File: src/rtl/alu_arbiter.sv
// Two-requester round-robin front end for a single-issue ALU with a
// held result channel and a completed-operation counter.
module alu_arbiter #(
    parameter int WIDTH = 32,
    parameter int CNTW  = 16
) (
    input  logic             clk,
    input  logic             rst_n,
    input  logic             req0_valid,
    input  logic [WIDTH-1:0] req0_a,
    input  logic [WIDTH-1:0] req0_b,
    input  logic [2:0]       req0_op,
    output logic             req0_ready,
    input  logic             req1_valid,
    input  logic [WIDTH-1:0] req1_a,
    input  logic [WIDTH-1:0] req1_b,
    input  logic [2:0]       req1_op,
    output logic             req1_ready,
    output logic             res_valid,
    output logic [WIDTH-1:0] res_data,
    output logic             res_zero,
    output logic             res_err,
    output logic             res_id,
    input  logic             res_ready,
    output logic             busy,
    output logic [CNTW-1:0]  done_cnt
);

    localparam logic [1:0] ST_IDLE = 2'd0;
    localparam logic [1:0] ST_EXEC = 2'd1;
    localparam logic [1:0] ST_HOLD = 2'd2;

    logic [1:0]       state_r;
    logic             last_grant_r;
    logic [WIDTH-1:0] a_r;
    logic [WIDTH-1:0] b_r;
    logic [2:0]       op_r;
    logic             id_r;
    logic             res_valid_r;
    logic [WIDTH-1:0] res_data_r;
    logic             res_zero_r;
    logic             res_err_r;
    logic             res_id_r;
    logic [CNTW-1:0]  done_cnt_r;

    logic             grant_s;
    logic             accept_s;
    logic [WIDTH-1:0] alu_data_s;
    logic             alu_err_s;

    // Result is {err, data}; unused op codes flag an error with a zero result.
    function automatic logic [WIDTH:0] alu_eval(
        input logic [2:0]       op,
        input logic [WIDTH-1:0] a,
        input logic [WIDTH-1:0] b
    );
        logic [WIDTH:0] r;
        r = {1'b0, {WIDTH{1'b0}}};
        case (op)
            3'd0:    r = {1'b0, a & b};
            3'd1:    r = {1'b0, a | b};
            3'd2:    r = {1'b0, a + b};
            3'd3:    r = {1'b0, a - b};
            3'd7:    r = {1'b0, {(WIDTH-1){1'b0}}, (a < b)};
            default: r = {1'b1, {WIDTH{1'b0}}};
        endcase
        return r;
    endfunction

    // Round-robin grant; contention goes to the requester not granted last.
    always_comb begin
        grant_s = 1'b0;
        if (req0_valid && req1_valid) begin
            grant_s = ~last_grant_r;
        end else begin
            grant_s = req1_valid;
        end
        accept_s   = (state_r == ST_IDLE) && (req0_valid || req1_valid);
        req0_ready = accept_s && !grant_s;
        req1_ready = accept_s && grant_s;
    end

    // ALU evaluation of the captured operands.
    always_comb begin
        {alu_err_s, alu_data_s} = alu_eval(op_r, a_r, b_r);
    end

    // Control FSM, operand capture, result register and completion counter.
    always_ff @(posedge clk or negedge rst_n) begin
        if (!rst_n) begin
            state_r      <= ST_IDLE;
            last_grant_r <= 1'b1;
            a_r          <= {WIDTH{1'b0}};
            b_r          <= {WIDTH{1'b0}};
            op_r         <= 3'd0;
            id_r         <= 1'b0;
            res_valid_r  <= 1'b0;
            res_data_r   <= {WIDTH{1'b0}};
            res_zero_r   <= 1'b0;
            res_err_r    <= 1'b0;
            res_id_r     <= 1'b0;
            done_cnt_r   <= {CNTW{1'b0}};
        end else begin
            case (state_r)
                ST_IDLE: begin
                    if (accept_s) begin
                        a_r          <= grant_s ? req1_a : req0_a;
                        b_r          <= grant_s ? req1_b : req0_b;
                        op_r         <= grant_s ? req1_op : req0_op;
                        id_r         <= grant_s;
                        last_grant_r <= grant_s;
                        state_r      <= ST_EXEC;
                    end else begin
                        state_r <= ST_IDLE;
                    end
                end
                ST_EXEC: begin
                    res_data_r  <= alu_data_s;
                    res_err_r   <= alu_err_s;
                    res_zero_r  <= (alu_data_s == {WIDTH{1'b0}});
                    res_id_r    <= id_r;
                    res_valid_r <= 1'b1;
                    state_r     <= ST_HOLD;
                end
                ST_HOLD: begin
                    if (res_ready) begin
                        res_valid_r <= 1'b0;
                        done_cnt_r  <= done_cnt_r + {{(CNTW-1){1'b0}}, 1'b1};
                        state_r     <= ST_IDLE;
                    end else begin
                        state_r <= ST_HOLD;
                    end
                end
                default: begin
                    res_valid_r <= 1'b0;
                    state_r     <= ST_IDLE;
                end
            endcase
        end
    end

    assign busy      = (state_r != ST_IDLE);
    assign res_valid = res_valid_r;
    assign res_data  = res_data_r;
    assign res_zero  = res_zero_r;
    assign res_err   = res_err_r;
    assign res_id    = res_id_r;
    assign done_cnt  = done_cnt_r;

endmodule

File: config.mk
export PLATFORM = sky130hd
export DESIGN_NAME = alu_arbiter
export DESIGN_NICKNAME = d
export VERILOG_FILES = /design/src/rtl/alu_arbiter.sv
export SDC_FILE = /design/constraint.sdc
export NUM_CORES = 1
export LEC_CHECK = 0
export ABC_AREA = 1
export CAP_MARGIN = 10
export CELL_PAD_IN_SITES_DETAIL_PLACEMENT = 0
export CELL_PAD_IN_SITES_GLOBAL_PLACEMENT = 1
export CORE_ASPECT_RATIO = 0.8
export CORE_UTILIZATION = 34
export DETAILED_ROUTE_END_ITERATION = 16
export GPL_ROUTABILITY_DRIVEN = 0
export PLACE_DENSITY = 0.77
export SYNTH_ARGS = -nofsm -noshare
export SYNTH_HDL_FRONTEND = slang
export SYNTH_SLANG_ARGS = --single-unit
File: constraint.sdc
create_clock -name clk -period 2.2 [get_ports clk]
set_input_delay 0.44 -clock clk [delete_from_list [all_inputs] [get_ports clk]]
set_output_delay 0.44 -clock clk [all_outputs]
set_load 0.005 [all_outputs]
Word-level counts from Yosys, hierarchy flattened
Index checks and enable logic that the tools add are counted.
{ "totals": {"ff_bits": 123, "wordCells": 50, "output_inout_bits": 55} }
{ "classes": {"magnitude_cmp": 1, "addsub": 3, "reduce_logical": 13, "n_bitwise": 4, "n_mux": 10, "n_eq_ne": 7} }
{ "ops": {"columns": ["cell", "count"], "rows": [
  ["$pmux W33 S5", 1],
  ["$mux W32", 2],
  ["$add A32 B32 Y32", 1],
  ["$and A32 B32 Y32", 1],
  ["$logic_not A32 Y1", 1],
  ["$lt A32 B32 Y1", 1],
  ["$or A32 B32 Y32", 1],
  ["$sub A32 B32 Y32", 1],
  ["$add A16 B1 Y16 const B", 1],
  ["$eq A3 B2 Y1 const B", 2],
  ["$pmux W2 S3", 1],
  ["$reduce_and A2 Y1", 3],
  ["$logic_and A1 B1 Y1", 4],
  ["$eq A3 B1 Y1 const B", 1],
  ["$eq A3 B3 Y1 const B", 1],
  ["$logic_not A3 Y1", 1],
  ["$mux W1", 3],
  ["$mux W3", 1],
  ["$pmux W1 S3", 1],
  ["$eq A2 B1 Y1 const B", 1],
  ["$eq A2 B2 Y1 const B", 1],
  ["$logic_not A2 Y1", 1],
  ["$mux W2", 1],
  ["$ne A2 B2 Y1 const B", 1],
  ["4 further kinds", 5]
]} }

Logic depth before layout (Yosys ltp)
Gate-level depths: netlist of run 1.
{ "depth": {"depth_word": 4, "depth_mapped": 21} }

Least setup slack after synthesis of run 1
No wires, ideal clock.
{ "synth_path": {"path_type": "flip-flop to flip-flop", "start": "register a_r[0]", "end": "register res_zero_r (netlist: res_zero)", "period_less_slack_ps": 2228, "path_stages_with_launch": 19, "t_arrival_ps": 2162, "slack_ps": -28, "n_path_buf": 0, "path_cell_list": "dfrtp_1 > inv_1 > ha_1 > fa_1 > inv_1 > nand2_1 > nand2_1 > nand3_1 > nand2_1 > nand2_1 > a21oi_1 > nor2_1 > nor2_2 > nand2_1 > nor2_1 > nand3_1 > nor2_1 > nand3_1 > nand2_1"} }
{ "synth_via": {"elab_chain_len": 3} }
{ "synth_rtl": {"columns": ["item", "line_no", "source"], "rows": [
  ["from (decl)", "35", "logic [WIDTH-1:0] a_r;"],
  ["from (signal assigned)", "93", "a_r <= {WIDTH{1'b0}};"],
  ["from (signal assigned)", "107", "a_r <= grant_s ? req1_a : req0_a;"],
  ["$sub A32 B32 Y32 (tied with other cells)", "63", "3'd3: r = {1'b0, a - b};"],
  ["$pmux W33 S5 (*)", "59", "case (op)"],
  ["$logic_not A32 Y1 (*)", "120", "res_zero_r <= (alu_data_s == {WIDTH{1'b0}});"],
  ["to (signal assigned)", "120", null],
  ["to (decl)", "41", "logic res_zero_r;"]
]} }
Every way passes the cells marked *; elsewhere a longest branch is shown, timed or not.
A chain may end at the register's enable or synchronous reset.

Final worst setup path of run 1
{ "layout_path": {"start": "register b_r[0]", "end": "register res_zero_r (netlist: res_zero)"} }
{ "layout_via": {"elab_chain_len": 3} }
{ "layout_rtl": {"columns": ["item", "line_no", "source"], "rows": [
  ["from (decl)", "36", "logic [WIDTH-1:0] b_r;"],
  ["from (signal assigned)", "94", "b_r <= {WIDTH{1'b0}};"],
  ["from (signal assigned)", "108", "b_r <= grant_s ? req1_b : req0_b;"],
  ["$sub A32 B32 Y32 (tied with other cells)", "63", null],
  ["$pmux W33 S5 (*)", "59", null],
  ["$logic_not A32 Y1 (*)", "120", null]
]} }
Marks and branches as above.

==> results of run 1 <==
[cell type report]
cell class | instances | area share
inverter | 338 | 0.0657
multi-input combinational | 1345 | 0.466
tap | 427 | 0.0275
timing repair buffer | 559 | 0.253
clock inverter | 13 | 0.00605
clock buffer | 19 | 0.0233
sequential | 123 | 0.158
[state kept, by name, summed over array words and instances, names as in the netlist]
name          count
a_r              32
b_r              32
done_cnt         16
id_r              1
last_grant_r      1
op_r              3
res_data         32
res_err           1
res_id            1
res_valid         1
res_zero          1
state_r           2
[final timing paths]
path	startpoint	end	slack, ns
hold reg to reg	res_data[22]	res_data[22]	0.47
setup / recovery	b_r[0]	res_zero	-0.33
min in group clk	res_data[22]	res_data[22]	0.47
hold / removal	rst_n	res_data[30]	0.43
setup reg to reg	b_r[0]	res_zero	-0.33
max in group asynchronous	rst_n	last_grant_r	1.14
[cell families (layout without fill, tap and decap cells)]
logic type,Yosys count,after routing,share of synthesized area
AOI/OAI and AO/OA,189,189,0.103
xor gates and xnor gates,15,15,0.0114
adders and majority gates,105,105,0.115
buffers and inverters,398,929,0.136
DFF,123,123,0.267
and+or+nand+nor,1036,1036,0.367
[cells in the final DEF, fill, tap and decap left out, drive strengths merged, types with 7 or more instances in the layout]
cell and instances:
clkdlybuf4s50 190, buf 366, nand3 147, xnor2 8
nand3b 12, o22ai 27, nor3 12, a21oi 50
o21ai 28, xor2 7, nand4 15, clkbuf 19
nor2 144, inv 341, nand2 697, o21bai 9
ha 103, dfrtp 122, o211ai 67
[metrics by stage]
step	instance area, sq um	hold slack, ns
after CTS	17600	0.441
after global routing	19400	0.452
after detailed placement	16200	0.335
after global placement	16200	0.341
final	19400	0.432
after floorplan	11500	0.144
[per-layer routing]
layer / up-vias / wire, um / global-route usage
met3: 60 / 3320 / 0.0545
met5: - / 0 / 0
li1: 6838 / - / -
met4: 0 / 767 / 0.0583
met2: 467 / 19600 / 0.375
met1: 6402 / 22300 / 0.380
[what timing repair did]
action	4_1_cts	5_1_grt
hold endpoints to repair	16	0
setup buffers	6	56
gates resized for setup	208	443
gates cloned	0	0
pin swaps	31	164
endpoints found under the setup margin	28	28
hold buffers	1	0
[worst max-delay path: stages, from the launching register on]
cell and delay (ns):
dfrtp_1 0.42, ha_4 0.19, fa_2 0.40, inv_2 0.09
nand2_4 0.06, nand2_4 0.09, nand4_1 0.12, nand2_2 0.13
buf_4 0.13, nand2_4 0.06, nand3_2 0.08, nand2_1 0.07
nand3_2 0.08, nand3_2 0.10, nor2_1 0.15, nand2_1 0.07
nor2_1 0.09, nand3_1 0.08, nand2_1 0.06
==> out/metrics.cfg, run 1 <==
[place]
io_buffers=193
dpl_worst_slack_ns=-0.512
dp_hpwl_mm=35.4
dp.cells=2741

[synth]
synth_most_common_cell=nand2_1
ys.flop_type=dfrtp_1
synth_commonest_cells=nand2_1 (694), inv_1 (334), nand3_1 (145), nor2_1 (139), dfrtp_1 (122)
synth_top_area_frac=0.265
synth_nets=2110
synth_top_area_cell=dfrtp_1
syn_area_sq_um=11500
synth_area_leaders=dfrtp_1 (27%), nand2_1 (23%), ha_1 (11%), inv_1 (11%), nand3_1 (6.3%)
synth_cell_type_count=37
ys_seq_area_frac=0.267
synth-async-reset-ratio=1.00
synth_cells=1866
postSynthAreaPerCell_sq_um=6.17
synth_edf_count=0
ys_seq_elements=123
yosysWarnings=0

[critical_path]
arrival_ns=2.90
reg2regPathDepth=18
worst_setup_path_end_kind=flop
crit_fanout=4
cp_data_required_time_ns=2.57
criticalPathCategory=reg -> reg
worstSetupStartpointType=flop

[drt]
remaining_drc_errors=0
drt-total-wl_mm=46.0
drt-vias-per-instance=4.88
dr.pass1.iters=6
drt_iter0_markers=1018
routed-via-count=13800
routedWlPerCell_um=16.3
ant_nets=0

[sta]
rsz0062_at_grt=yes
tns_ns=-2.04
fin_ws_ns=-0.326
fmax_ghz=0.396
relSlewSlack=0.533
setup_violations=17
worstMarginPinSlew_ns=0.700
hold_viol_final=0
clock_skew_ns=0.00980
fin_crit_sh=1.15
min_period_ns=2.53
slew_violations=0

[layout]
antenna-diode-count=0
instances_no_fill=2824
syn_to_final_growth_pct=68.9
multi_input_area_sq_um=9070
regArea_sq_um=3080
n_fill_cell=3079
drive_above_1_share=0.370
fin_util=0.591
fin_nets=2628

[global_route]
grt_pass1_wl_mm=69.9
grt_antenna_before_repair=1
grt_max_degree=70
grt_overflow=0
first_global_vias=13200
grtUsageTotal=0.256

[die]
dieHeight_um=167
fp-row-count=59
coreArea_sq_um=32900
die-area_sq_um=34600
die_w_um=208
initial_utilization=0.350
ios=194

[run_status]
outcome=finished, violations left
violations=negative setup slack

[clock_tree]
cts.clk_slew.worst_paths_ns=0.06
cts-buffers-inserted=17
insertion_delay_ns=0.44
cts_sinks=123
clk_path_buf_depth=2
htreeDepth=4
cts_root_buf=clkbuf_16
cts_tree=done

[run]
max_cap_violations=0

[min_path]
min_path_type=in -> async

Power of run 1 is not shown: default switching activity piles up to over one toggle a cycle in this logic, so the estimate is an artifact.
==> inputs of run 2 (changes only) <==
--- a/config.mk
+++ b/config.mk
@@ -13,6 +13,7 @@
 export CORE_UTILIZATION = 34
 export DETAILED_ROUTE_END_ITERATION = 16
 export GPL_ROUTABILITY_DRIVEN = 0
+export HOLD_SLACK_MARGIN = 0.1
 export PLACE_DENSITY = 0.77
 export SYNTH_ARGS = -nofsm -noshare
 export SYNTH_HDL_FRONTEND = slang
==> results of run 2 <==
The final DEF is identical to that of run 1; final timing and power are the same.
Power of run 2 is left out for the same reason.
==> patch 1 (config.mk and constraints of run 1) <==
Put one more register stage on the output `done_cnt`, without a reset. The value now appears one clock later. The other outputs are not delayed to match.
--- a/src/rtl/alu_arbiter.sv
+++ b/src/rtl/alu_arbiter.sv
@@ -145,7 +145,9 @@
     assign res_zero  = res_zero_r;
     assign res_err   = res_err_r;
     assign res_id    = res_id_r;
-    assign done_cnt  = done_cnt_r;
+    always_ff @(posedge clk) begin
+        done_cnt <= done_cnt_r;
+    end
 
 endmodule
 
Behaviour: not the same (a bounded check fails within 4 cycles, from zero or initial values and one cycle with rst_n low).
==> patch 1 against run 1 <==
The flow still finishes with violations (negative setup slack); worst setup slack lost 0.052 ns; count of clock-buffer cells in the layout shrank 2; hold slack lost 0.030 ns; clock skew grew 0.0082 ns; area after synthesis grew 1.9%; routed wire length grew 1.4%; design area shrank 1.4%; sequential cell count grew 16; critical path type unchanged.
Power is not shown: default switching activity piles up to over one toggle a cycle in this logic, so the estimate is an artifact.
==> patch 1: results (changes against run 1) <==
Status - finished with violations
Failing checks - negative setup slack
Via density per instance - 4.91 (+0.79%)
Slew @ Worst Pin - 0.444 ns (-0.256 ns)
CP max-delay cell - fa_2
Synth area leaders - dfrtp_1, nand2_1, ha_1
DP Wirelength - 37.4 mm (+5.5%)
Ys async rst share - 0.885 (-0.115)
Final WL - 46.6 mm (+1.4%)
DR pass1 iterations - 5 (-1)
Placed cell area - 16600 µm² (+2.6%)
Setup Viol. Count Final - 20 (+3)
Placed Cells - 2760 (+0.69%)
R2R depth - 16 (-2)
Number of global-route vias before repair - 13300 (+0.79%)
Share of layout cells above drive strength 1 - 0.337 (-0.0328)
# nets final - 2636 (+0.30%)
GRT Resource Usage Total - 0.262 (+0.00561)
CTS Root Buffer Type - clkbuf_16
Syn Nets - 2095 (-0.71%)
Max stage delay on crit path - 0.45 ns (+0.03 ns)
Yosys cell types - 40 (+8.1%)
First-pass GRT wire length - 72.1 mm (+3.1%)
Setup ws final - -0.379 ns (-0.0524 ns)
Synth top cells by count - nand2_1, inv_1, nand3_1
Vias - 14000 (+1.3%)
Iter 0 DRT Violations - 971 (-4.6%)
Setup_tns - -2.80 ns (-0.765 ns)
Fraction of the yosys area taken by sequential cells - 0.290 (+0.0223)
Synthesized area per cell - 6.34 µm² (+2.7%)
Fin Clk Skew - 0.0180 ns (+0.00822 ns)
Arrival time worst endpoint - 2.95 ns (+0.05 ns)
Min-Delay Path Class - flop to flop
-- patch 1: cell types whose count changed after synthesis, sizes merged, moves of 4 or more --
cell	change
a21oi	+11
nand3	+11
and2	-4
nor2	+5
inv	-34
nor3	+8
nand2	-38
o21ai	+17
o22ai	-4
dfxtp	+16
-- patch 1: cells by family after synthesis --
| family | Yosys count | share of synthesized area |
|---|---|---|
| and+or+nand+nor | 1018 | 0.354 |
| buffers and inverters | 363 | 0.122 |
| xor gates and xnor gates | 14 | 0.0105 |
| DFF | 139 | 0.290 |
| AOI/OAI and AO/OA | 212 | 0.110 |
| adders and majority gates | 105 | 0.113 |
-- patch 1: per-layer routing --
layer  GRT usage  wire length, µm
met1       0.405            23500
met2       0.374            19000
met3      0.0496             3540
met4      0.0457              547
met5           0                0
-- patch 1: timing repair --
action,in CTS,in global routing
setup buffers,21,30
hold buffers,1,0
pin swaps,47,100
gates resized for setup,264,232
setup endpoints to repair,28,29
hold endpoints to repair,21,0
-- patch 1: area by class of cell --
class / instances / area, µm²
fillers: 3209 / 14600
multi-input cells: 1349 / 8500
repair buffers: 582 / 5030
flip-flops and latches: 139 / 3400
inverters: 303 / 1140
well taps: 434 / 543
clock buffers: 17 / 425
clock inverters: 15 / 146
-- patch 1: worst register-to-register path: cells and delay by family, from the launching register on --
| kind | cells | cell delay (ns) |
|---|---|---|
| DFF | 1 | 0.44 |
| buffers and inverters | 3 | 0.40 |
| and+or+nand+nor | 11 | 1.05 |
| adders and majority gates | 2 | 0.63 |
-- patch 1: through the flow --
step	hold WS [ns]	util	setup slack (ns)
after detailed placement	0.377	0.491	-0.679
after CTS	0.405	0.540	-0.345
after floorplan	0.144	-	0.0216
final	0.402	0.568	-0.379
after global routing	0.413	0.568	-0.527
after global placement	0.360	0.491	-0.717
==> patch 2 (flow settings as in run 1) <==
Without the edit above. Set the parameter `WIDTH` to 48 (it was 32).
--- a/src/rtl/alu_arbiter.sv
+++ b/src/rtl/alu_arbiter.sv
@@ -1,7 +1,7 @@
 // Two-requester round-robin front end for a single-issue ALU with a
 // held result channel and a completed-operation counter.
 module alu_arbiter #(
-    parameter int WIDTH = 32,
+    parameter int WIDTH = 48,
     parameter int CNTW  = 16
 ) (
     input  logic             clk,
Interface: changed (5 resized); port bits go from 194 to 274. No check against the original RTL was run, so the function may have changed too.
==> patch 2 against run 1 <==
The flow still finishes with violations (negative setup slack); area after synthesis is 51% higher; routed wire length increased by 71%; design area is 55% higher; via count rose by 61%; sequential share of layout area decreased by 1.6 points; sequential cell count is 48 higher; worst setup slack worse by 0.35 ns; critical endpoint unchanged.
Power is left out: the tool's default activity adds up to more than one toggle a clock period on the data nets, which glitch-free logic cannot reach.
==> patch 2: results (changes against run 1) <==
Status - finished with violations
Failing checks - negative setup slack
Post-synthesis adder-cell area fraction - 0.115 (-0.000712)
Multi-Input Combinational - 2089 (+55%)
Share of layout cells above drive strength 1 - 0.396 (+0.0260)
First-pass GRT wire length - 117 mm (+67%)
Cells after synthesis - 2855 (+53%)
Number of fill cells - 4557 (+48%)
WL met1 - 36.1 mm (+62%)
Fraction of the yosys area taken by sequential cells - 0.246 (-0.0210)
GRT Resource Usage Total - 0.294 (+0.0376)
Latest clock arrival within the worst-skew pair - 0.50 ns (+0.06 ns)
DR pass1 iterations - 5 (-1)
Fin Clk Skew - 0.0199 ns (+0.0101 ns)
Setup ws final - -0.681 ns (-0.355 ns)
Seq_cells - 171 (+39%)
Slew @ Worst Pin - 0.875 ns (+0.174 ns)
# nets final - 4134 (+57%)
XOR/XNOR share of the synthesized area - 0.00706 (-0.00435)
Met3 usage - 0.0484 (-0.00610)
Number of global-route vias before repair - 21600 (+64%)
Placed Cells - 4335 (+58%)
Arrival time worst endpoint - 3.33 ns (+0.43 ns)
Syn Nets - 3216 (+52%)
Signal buffers - 993 (+78%)
Signal buf overhead - 0.284 (+0.0307)
Routed length on met3 - 6.80 mm (+110%)
R2R depth - 24 (+6)
WL met2 - 33.2 mm (+70%)
Number of non-clock inverters - 501 (+48%)
Clock network area share - 0.0202 (-0.00912)
Setup Viol. Count Final - 42 (+25)
Yosys cell types - 48 (+30%)
Clock Pin Slew Worst Setup and Hold Paths - 0.09 ns (+0.03 ns)
Drt wl/cell - 17.6 µm (+8.2%)
DP Wirelength - 62.1 mm (+75%)
Final cell count without fillers - 4461 (+58%)
Routing usage on met1 - 0.425 (+0.0444)
CP max-delay cell - dfrtp_2
Met2 Usage GRT - 0.439 (+0.0643)
Port bufs - 273 (+41%)
-- patch 2: final timing paths --
| kind | from | slack (ns) | end |
|---|---|---|---|
| setup / recovery | b_r[1] | -0.68 | res_zero |
| hold / removal | rst_n | 0.45 | done_cnt[2] |
| setup reg to reg | b_r[1] | -0.68 | res_zero |
| hold reg to reg | last_grant_r | 0.47 | last_grant_r |
| max in group asynchronous | rst_n | 1.05 | b_r[11] |
| min in group clk | last_grant_r | 0.47 | last_grant_r |
-- patch 2: through the flow --
step                      setup slack (ns)  TNS, ns  area (µm²)
after floorplan                    -0.0389  -0.0389       17400
after global placement              -0.946   -19.08       25400
after detailed placement            -0.888   -19.79       25400
after CTS                           -0.526    -8.42       28100
after global routing                -0.799   -15.86       30100
final                               -0.681   -11.13       30100
-- patch 2: what timing repair did --
action / CTS / global route
pin swaps: 86 / 142
setup buffers: 44 / 64
hold buffers: 1 / 0
endpoints found under the hold margin: 37 / 0
setup endpoints to repair: 47 / 47
resized for setup: 491 / 480
